===== src/rtl/usb_reg_pkg.sv =====
// usb_reg_pkg
// Shared definitions for the USB register bridge:
//   state_t          - bridge FSM encoding (IDLE / ADDR / ACTIVE)
//   SYNC_DEPTH       - number of flops in each control-strobe synchroniser
//   ERR_COUNT_WIDTH  - width of the protocol error counter
package usb_reg_pkg;

   typedef enum logic [1:0] {
      ST_IDLE   = 2'd0,
      ST_ADDR   = 2'd1,
      ST_ACTIVE = 2'd2
   } state_t;

   localparam int SYNC_DEPTH      = 2;
   localparam int ERR_COUNT_WIDTH = 8;

endpackage


===== src/rtl/usb_reg_bridge_sync.sv =====
// usb_sync_edge
// Brings one asynchronous control strobe into the clock domain through a
// SYNC_DEPTH-flop chain and reports registered edge flags.
// Ports:
//   clk      - sampling clock
//   rst_n    - asynchronous active-low reset (chain loads RESET_VAL)
//   async_in - asynchronous input strobe
//   sync_out - synchronised level
//   rise     - high on the first cycle sync_out reads 1 after a 0
//   fall     - high on the first cycle sync_out reads 0 after a 1
module usb_sync_edge
   import usb_reg_pkg::*;
#(
   parameter logic RESET_VAL = 1'b1
) (
   input  logic clk,
   input  logic rst_n,
   input  logic async_in,
   output logic sync_out,
   output logic rise,
   output logic fall
);

   // chain[0] is the first (metastable) stage, chain[SYNC_DEPTH-1] the output.
   logic [SYNC_DEPTH-1:0] chain;

   // Edge flags compare the stage about to become the output with the
   // current output, so each flag lines up with the first cycle of the new
   // sync_out level.
   always_ff @(posedge clk or negedge rst_n) begin
      if (!rst_n) begin
         chain <= {SYNC_DEPTH{RESET_VAL}};
         rise  <= 1'b0;
         fall  <= 1'b0;
      end else begin
         chain <= {chain[SYNC_DEPTH-2:0], async_in};
         rise  <= chain[SYNC_DEPTH-2] & ~chain[SYNC_DEPTH-1];
         fall  <= ~chain[SYNC_DEPTH-2] & chain[SYNC_DEPTH-1];
      end
   end

   assign sync_out = chain[SYNC_DEPTH-1];

endmodule


===== src/rtl/usb_reg_bridge.sv =====
// usb_reg_bridge
// Converts an asynchronous USB-controller bus (active-low ALEn/RDn/WRn/CEn)
// into single-cycle register read/write pulses with an address and a byte
// counter for burst accesses.
// Ports:
//   cwusb_clk, reset_n                    - clock, async active-low reset
//   cwusb_din/dout/isout                  - USB data in, data out, driver enable
//   cwusb_addr, cwusb_alen/rdn/wrn/cen    - USB address and strobes
//   reg_address/bytecnt/datao/datai       - register-side address, burst count, data
//   reg_read, reg_write                   - one-cycle access pulses
//   reg_addrvalid                         - high while an address phase is complete
//   err_clear, err_noaddr/collision/count - protocol error reporting
// Optional feature: define USB_REG_PROTOCOL_CHECK_EN to enable protocol
// error checking; otherwise the error outputs are tied to 0.
module usb_reg_bridge
   import usb_reg_pkg::*;
#(
   parameter int pADDR_WIDTH   = 8,
   parameter int pBYTECNT_SIZE = 7,
   parameter int pBYTECNT_WRAP = 1
) (
   input  logic                       cwusb_clk,
   input  logic                       reset_n,
   input  logic [7:0]                 cwusb_din,
   output logic [7:0]                 cwusb_dout,
   output logic                       cwusb_isout,
   input  logic [pADDR_WIDTH-1:0]     cwusb_addr,
   input  logic                       cwusb_rdn,
   input  logic                       cwusb_wrn,
   input  logic                       cwusb_alen,
   input  logic                       cwusb_cen,
   output logic [pADDR_WIDTH-1:0]     reg_address,
   output logic [pBYTECNT_SIZE-1:0]   reg_bytecnt,
   output logic [7:0]                 reg_datao,
   input  logic [7:0]                 reg_datai,
   output logic                       reg_read,
   output logic                       reg_write,
   output logic                       reg_addrvalid,
   input  logic                       err_clear,
   output logic                       err_noaddr,
   output logic                       err_collision,
   output logic [ERR_COUNT_WIDTH-1:0] err_count
);

   localparam logic [pBYTECNT_SIZE-1:0] BYTECNT_ONE = pBYTECNT_SIZE'(1);

   logic alen_s, rdn_s, wrn_s, cen_s;
   logic alen_rise, rdn_rise, wrn_rise;
   logic [4:0] unused_edges;

   usb_sync_edge #(.RESET_VAL(1'b1)) sync_alen (
      .clk(cwusb_clk), .rst_n(reset_n), .async_in(cwusb_alen),
      .sync_out(alen_s), .rise(alen_rise), .fall(unused_edges[0]));

   usb_sync_edge #(.RESET_VAL(1'b1)) sync_rdn (
      .clk(cwusb_clk), .rst_n(reset_n), .async_in(cwusb_rdn),
      .sync_out(rdn_s), .rise(rdn_rise), .fall(unused_edges[1]));

   usb_sync_edge #(.RESET_VAL(1'b1)) sync_wrn (
      .clk(cwusb_clk), .rst_n(reset_n), .async_in(cwusb_wrn),
      .sync_out(wrn_s), .rise(wrn_rise), .fall(unused_edges[2]));

   usb_sync_edge #(.RESET_VAL(1'b1)) sync_cen (
      .clk(cwusb_clk), .rst_n(reset_n), .async_in(cwusb_cen),
      .sync_out(cen_s), .rise(unused_edges[3]), .fall(unused_edges[4]));

   state_t state, state_nxt;
   logic   rd_cond, rd_q;
   logic   access, count_en;

   always_ff @(posedge cwusb_clk or negedge reset_n) begin
      if (!reset_n) state <= ST_IDLE;
      else          state <= state_nxt;
   end

   // A low ALEn pulls the bridge into ADDR from anywhere; releasing it
   // completes the address phase. ACTIVE is otherwise sticky.
   always_comb begin
      state_nxt = state;
      if (!alen_s)
         state_nxt = ST_ADDR;
      else if (state == ST_ADDR && alen_rise)
         state_nxt = ST_ACTIVE;
   end

   assign reg_addrvalid = (state == ST_ACTIVE);

   // Read fires on the first cycle of a selected read strobe, so the
   // register side can present data before the host samples it.
   assign rd_cond     = ~rdn_s & ~cen_s;
   assign reg_read    = rd_cond & ~rd_q;
   assign cwusb_isout = ~rdn_s | rdn_rise;

   // Accesses without a completed address phase still pulse but do not
   // advance the burst counter; a simultaneous read and write counts once.
   assign access   = reg_read | reg_write;
   assign count_en = access & reg_addrvalid;

   always_ff @(posedge cwusb_clk or negedge reset_n) begin
      if (!reset_n) begin
         rd_q        <= 1'b0;
         reg_write   <= 1'b0;
         reg_datao   <= '0;
         cwusb_dout  <= '0;
         reg_address <= '0;
         reg_bytecnt <= '0;
      end else begin
         rd_q      <= rd_cond;
         reg_write <= wrn_rise & ~cen_s;
         if (~cen_s & ~wrn_s)
            reg_datao <= cwusb_din;
         if (reg_read)
            cwusb_dout <= reg_datai;
         if (state == ST_ADDR) begin
            reg_address <= cwusb_addr;
            reg_bytecnt <= '0;
         end else if (count_en) begin
            if (reg_bytecnt != '1 || pBYTECNT_WRAP != 0)
               reg_bytecnt <= reg_bytecnt + BYTECNT_ONE;
         end
      end
   end

`ifdef USB_REG_PROTOCOL_CHECK_EN
   logic                       noaddr_evt, coll_evt;
   logic                       noaddr_q, coll_q;
   logic [ERR_COUNT_WIDTH-1:0] count_q, err_base;
   logic [ERR_COUNT_WIDTH:0]   err_sum;

   assign noaddr_evt = access & ~reg_addrvalid;
   assign coll_evt   = reg_read & reg_write;

   // Clear is applied before new events are added, so a coincident event
   // survives the clear. The extra sum bit detects saturation.
   assign err_base = err_clear ? '0 : count_q;
   assign err_sum  = {1'b0, err_base}
                   + {{ERR_COUNT_WIDTH{1'b0}}, noaddr_evt}
                   + {{ERR_COUNT_WIDTH{1'b0}}, coll_evt};

   always_ff @(posedge cwusb_clk or negedge reset_n) begin
      if (!reset_n) begin
         noaddr_q <= 1'b0;
         coll_q   <= 1'b0;
         count_q  <= '0;
      end else begin
         noaddr_q <= (noaddr_q & ~err_clear) | noaddr_evt;
         coll_q   <= (coll_q & ~err_clear) | coll_evt;
         count_q  <= err_sum[ERR_COUNT_WIDTH] ? '1 : err_sum[ERR_COUNT_WIDTH-1:0];
      end
   end

   assign err_noaddr    = noaddr_q;
   assign err_collision = coll_q;
   assign err_count     = count_q;
`else
   logic unused_clear;
   assign unused_clear  = err_clear;
   assign err_noaddr    = 1'b0;
   assign err_collision = 1'b0;
   assign err_count     = '0;
`endif

endmodule


===== config.mk =====
export PLATFORM = sky130hd
export DESIGN_NAME = usb_reg_bridge
export DESIGN_NICKNAME = d
export VERILOG_FILES = /design/src/rtl/usb_reg_pkg.sv /design/src/rtl/usb_reg_bridge_sync.sv /design/src/rtl/usb_reg_bridge.sv
export SDC_FILE = /design/constraint.sdc
export NUM_CORES = 1
export LEC_CHECK = 0
export ABC_AREA = 1
export CORE_AREA = 5 5 71 73
export DETAILED_ROUTE_END_ITERATION = 10
export DIE_AREA = 0 0 76 78
export PLACE_DENSITY = 0.89
export SYNTH_ARGS = -nofsm -noshare
export SYNTH_HDL_FRONTEND = slang
export SYNTH_SLANG_ARGS = --single-unit

===== constraint.sdc =====
create_clock -name cwusb_clk -period 2.6 [get_ports cwusb_clk]
set_clock_uncertainty 0.1 [all_clocks]
set_input_delay 0.52 -clock cwusb_clk [delete_from_list [all_inputs] [get_ports cwusb_clk]]
set_output_delay 0.52 -clock cwusb_clk [all_outputs]
set_load 0.02 [all_outputs]

======== Word-level counts from Yosys, hierarchy flattened ========
Index checks and enable logic that the tools add are counted.
cells by class
  $add $sub $neg .......................... 1
  $mul .................................... 0
  div/mod/pow operators ................... 0
  order comparisons ....................... 0
  equality and inequality tests ........... 3
  shifts and indexed selects .............. 0
  mux-type cells .......................... 4
  bitwise gates (word level) .............. 15
  reductions and logical operators ........ 2
operator list
  operator             number
  $mux 7               2
  $and 1x1->1          8
  $add 7x1->7 const B  1
  $not 1->1            5
  $mux 2               2
  $eq 2x1->1 const B   1
  $eq 2x2->1 const B   1
  $ne 2x2->1 const B   1
  $or 1x1->1           2
  $reduce_bool 2->1    1
  $logic_and 1x1->1    1
storage, ports and cells
  flip-flop bits (word level) ............. 46
  latch bits .............................. 0
  RAM bits ................................ 0
  ROM bits ................................ 0
  input bits .............................. 31
  word-level logic and storage cells ...... 39
  memories kept ........................... 0

======== Depth between registers and ports, before layout ========
  depth after elaboration ................. 7
  depth in mapped cells ................... 7

======== Cells and area by module ========
A second synthesis with hierarchy kept.
second synthesis, totals
  cell total of the unflattened synthesis .. 201
  area, all modules ....................... 2,026.9 µm²
modules (own cells, without submodules)
  module          times used  cells an instance  area an instance (µm²)
  usb_reg_bridge  1           169                1,556.5
  usb_sync_edge   4           8                  117.6

======== Worst setup path after synthesis ========
OpenSTA, ideal clock, no wires.
  path type ............................... flip-flop to output port
  start ................................... register sync_cen.chain[1]
  end ..................................... output reg_read
  data arrival time ....................... 0.819 ns
  required time ........................... 1.980 ns
  slack ................................... 1.161 ns
  cell stages (with the launch flop) ...... 4
  buffers on the path ..................... 0
  cell sequence ........................... dfstp_2 -> nor2_4 -> nand2_4 -> inv_2
between the ends
  longest elaborated chain between the ends .. 3
ends and longest elaborated chain
  item                    RTL line                   text
  start, declared         usb_reg_bridge_sync.sv:25  logic [SYNC_DEPTH-1:0] chain;
  start signal, assigned  usb_reg_bridge_sync.sv:32  chain <= {SYNC_DEPTH{RESET_VAL}};
  start signal, assigned  usb_reg_bridge_sync.sv:36  chain <= {chain[SYNC_DEPTH-2:0], async_in};
  $not 1->1               n/a
  $and 1x1->1             usb_reg_bridge.sv:90       assign rd_cond = ~rdn_s & ~cen_s;
  net rd_cond             usb_reg_bridge.sv:68       logic rd_cond, rd_q;
  $and 1x1->1             usb_reg_bridge.sv:91       assign reg_read = rd_cond & ~rd_q;
  end, declared           usb_reg_bridge.sv:36       output logic reg_read,
The timed path passes the listed nets, and every way through them passes these cells.

======== Worst setup path after layout ========
Same ends and word-level chain as after synthesis.

==> flow_metrics.py <==
metrics = {
    "cts": {
        "cts_sinks": 46,
        "numCtsBuffers": 5,
        "cts-htree-levels": 2,
        "postCtsResizedCells": 0,
        "clk_latency_ns": 0.29,
        "cts_buffer_depth": 2,
        "postCtsHoldBufs": 0,
        "clk_pin_slew_ns": 0.09,
        "root_buffer": "clkbuf_8",
        "cts_tree": "done",
        "cts_setup_buffers": 0,
    },
    "routing": {
        "wl_um": 3850,
        "firstDrtPassIters": 4,
        "vias": 1394,
        "drc": 0,
        "first_iter_violations": 64,
        "routedWlPerCell_um": 12.4,
        "via_per_inst": 4.50,
        "detail-route-antenna-nets": 0,
    },
    "pwr": {
        "p_leak_nw": 1.26,
        "ir_drop_mv": 0.374,
        "powerDensity_mw_per_mm2": 609,
    },
    "final_layout": {
        "area_growth_syn_to_layout_pct": 40.4,
        "final_layout_size_suffix_gt1_share_pct": 10.5,
        "multiInputGateArea_um2": 594,
        "ff_latch_area_mm2": 0.00116,
        "fin_nets": 289,
        "nFillCells": 363,
        "n_antenna_cell": 0,
        "utilization_pct": 61.0,
    },
    "global_route": {
        "grt_pass1_vias": 1426,
        "antenna_found_initial": 0,
        "grt.overflow.total": 0,
        "grt_max_degree": 17,
        "gr-usage-all-layers_pct": 13.5,
        "grt_pass1_wl_um": 6480,
    },
    "run_status": {
        "outcome": "finished, final reports clean",
    },
    "flow_run": {
        "drv_cap": 0,
    },
    "sta": {
        "fmax_ghz": 0.426,
        "setup_violations": 0,
        "rsz0062_at_grt": "no",
        "min_period_over_period_pct": 90.3,
        "drv_slew": 0,
        "hold_viol": 0,
        "period_needed_ns": 2.35,
        "tns_ns": 0,
    },
    "yosys": {
        "synth_cells": 186,
        "ys_seq_area_share_pct": 62.2,
        "syn_avg_cell_area_um2": 10.0,
        "syn_area_mm2": 0.00187,
        "ys_seq_elements": 46,
        "yosys_warnings": 0,
        "synth_cell_types": 20,
    },
    "setup_path": {
        "rrSetupSlack_ns": 1.23,
        "cp.required_ns": 1.98,
        "start_kind": "flip-flop",
        "endpoint_kind": "primary output",
        "critPathArrivalTime_ns": 1.73,
        "path_max_fanout": 10,
        "path_class": "flip-flop to primary output",
    },
    "floorplanning": {
        "core_mm2": 0.00429,
        "die_area_mm2": 0.00593,
        "die_y_um": 78,
        "num_rows": 24,
        "dieWidth_um": 76,
        "initial_core_util_pct": 43.5,
        "io_pins": 76,
    },
    "place": {
        "hpwl_um": 2950,
        "gp_congestion": 0.814,
        "port_buffers": 64,
    },
    "worst_hold_path": {
        "hold_class": "input port to async pin",
    },
}
## metrics by stage
step	worst slack (ns)	instance area, um2	std cells	power (mW)	hold WS (ns)
global route	0.166	2620	310	1.69	0.0328
floorplan	1.16	1900	195	1.01	0.124
detailed placement	0.559	2540	302	1.21	0.247
global placement	0.567	2540	302	1.20	0.246
CTS	0.227	2620	310	1.62	0.0213
finish	0.252	2620	310	1.60	0.0216
## cell type report
class	count	share of cell area, %
inverters	16	2.29
clock inverters	2	0.382
multi-input cells	121	22.7
well taps	52	2.48
clock buffers	6	2.77
repair buffers	67	25.1
flip-flops and latches	46	44.3
## worst max-delay path: stages, from the launching register on
cell	delay, ns
dfstp_2	0.59
nor2_4	0.05
nand2_4	0.13
inv_2	0.11
clkdlybuf4s50_1	0.56
## cells in the final DEF (no fill, tap or decap)
cell / count
nand2_1: 77
clkdlybuf4s50_1: 63
dfrtp_1: 38
inv_1: 14
conb_1: 10
nor2_1: 8
mux2_1: 8
dfstp_2: 8
nand4_1: 5
clkbuf_8: 5
nor2_4: 3
nand3_1: 3
buf_4: 3
inv_2: 2
clkinv_2: 2
nand2_4: 1
a21boi_1: 1
a21oi_4: 1
o21bai_1: 1
or2_1: 1
or2_2: 1
ha_1: 1
clkbuf_1: 1
buf_2: 1
## synthesized netlist by cell type
cell type  number  area (um2)
a21boi_1        1        7.51
a21oi_4         1        16.3
buf_2           2        10.0
buf_4          10        75.1
conb_1          1        3.75
dfrtp_1        38         951
dfstp_2         8         210
ha_1            1        12.5
inv_1          14        52.6
inv_2           2        7.51
mux2_1          8        90.1
nand2_1        77         289
nand2_4         1        11.3
nand3_1         3        15.0
nand4_1         5        31.3
nor2_1          8        30.0
nor2_4          3        33.8
o21bai_1        1        7.51
or2_1           1        6.26
or2_2           1        6.26
## state kept, by name, summed over array words and instances (netlist names), 2 cells and up
| name | flops |
|---|---|
| sync_wrn.chain | 2 |
| sync_cen.chain | 2 |
| reg_datao | 8 |
| sync_alen.chain | 2 |
| reg_bytecnt | 7 |
| sync_rdn.chain | 2 |
| cwusb_dout | 8 |
| state | 2 |
| reg_address | 8 |
## where the power goes
group          internal, mW  switching, mW
registers             0.788         0.0357
clock network         0.186          0.223
logic                 0.174          0.189
total                  1.15          0.448
## worst paths after layout
kind,from,endpoint,cells past startpoint
min reg2reg,sync_cen.chain[0],sync_cen.chain[1],0
min in group cwusb_clk,sync_cen.chain[0],sync_cen.chain[1],0
max in group asynchronous,reset_n,sync_wrn.chain[1],2
max reg2reg,sync_cen.chain[1],reg_bytecnt[2],6
min,reset_n,reg_datao[6],1
max,sync_cen.chain[1],reg_read,4
## kinds of logic (layout without fill, tap and decap cells)
logic type / count (synthesis) / count (layout) / synth area share (%)
AOI/OAI and AO/OA: 3 / 3 / 1.68
adders and majority gates: 1 / 1 / 0.670
buffers and inverters: 28 / 91 / 7.77
DFF: 46 / 46 / 62.2
muxes: 8 / 8 / 4.83
other: 1 / 10 / 0.201
and+or+nand+nor: 99 / 99 / 22.7
## layer usage
layer / vias to the layer above / wire, um / GRT usage [%]
met5: - / 0 / 0
met1: 641 / 1510 / 14.8
met3: 10 / 312 / 4.28
met2: 52 / 1940 / 23.5
li1: 691 / - / -
met4: 0 / 90 / 6.58
Power figures use the tool's default switching activity.
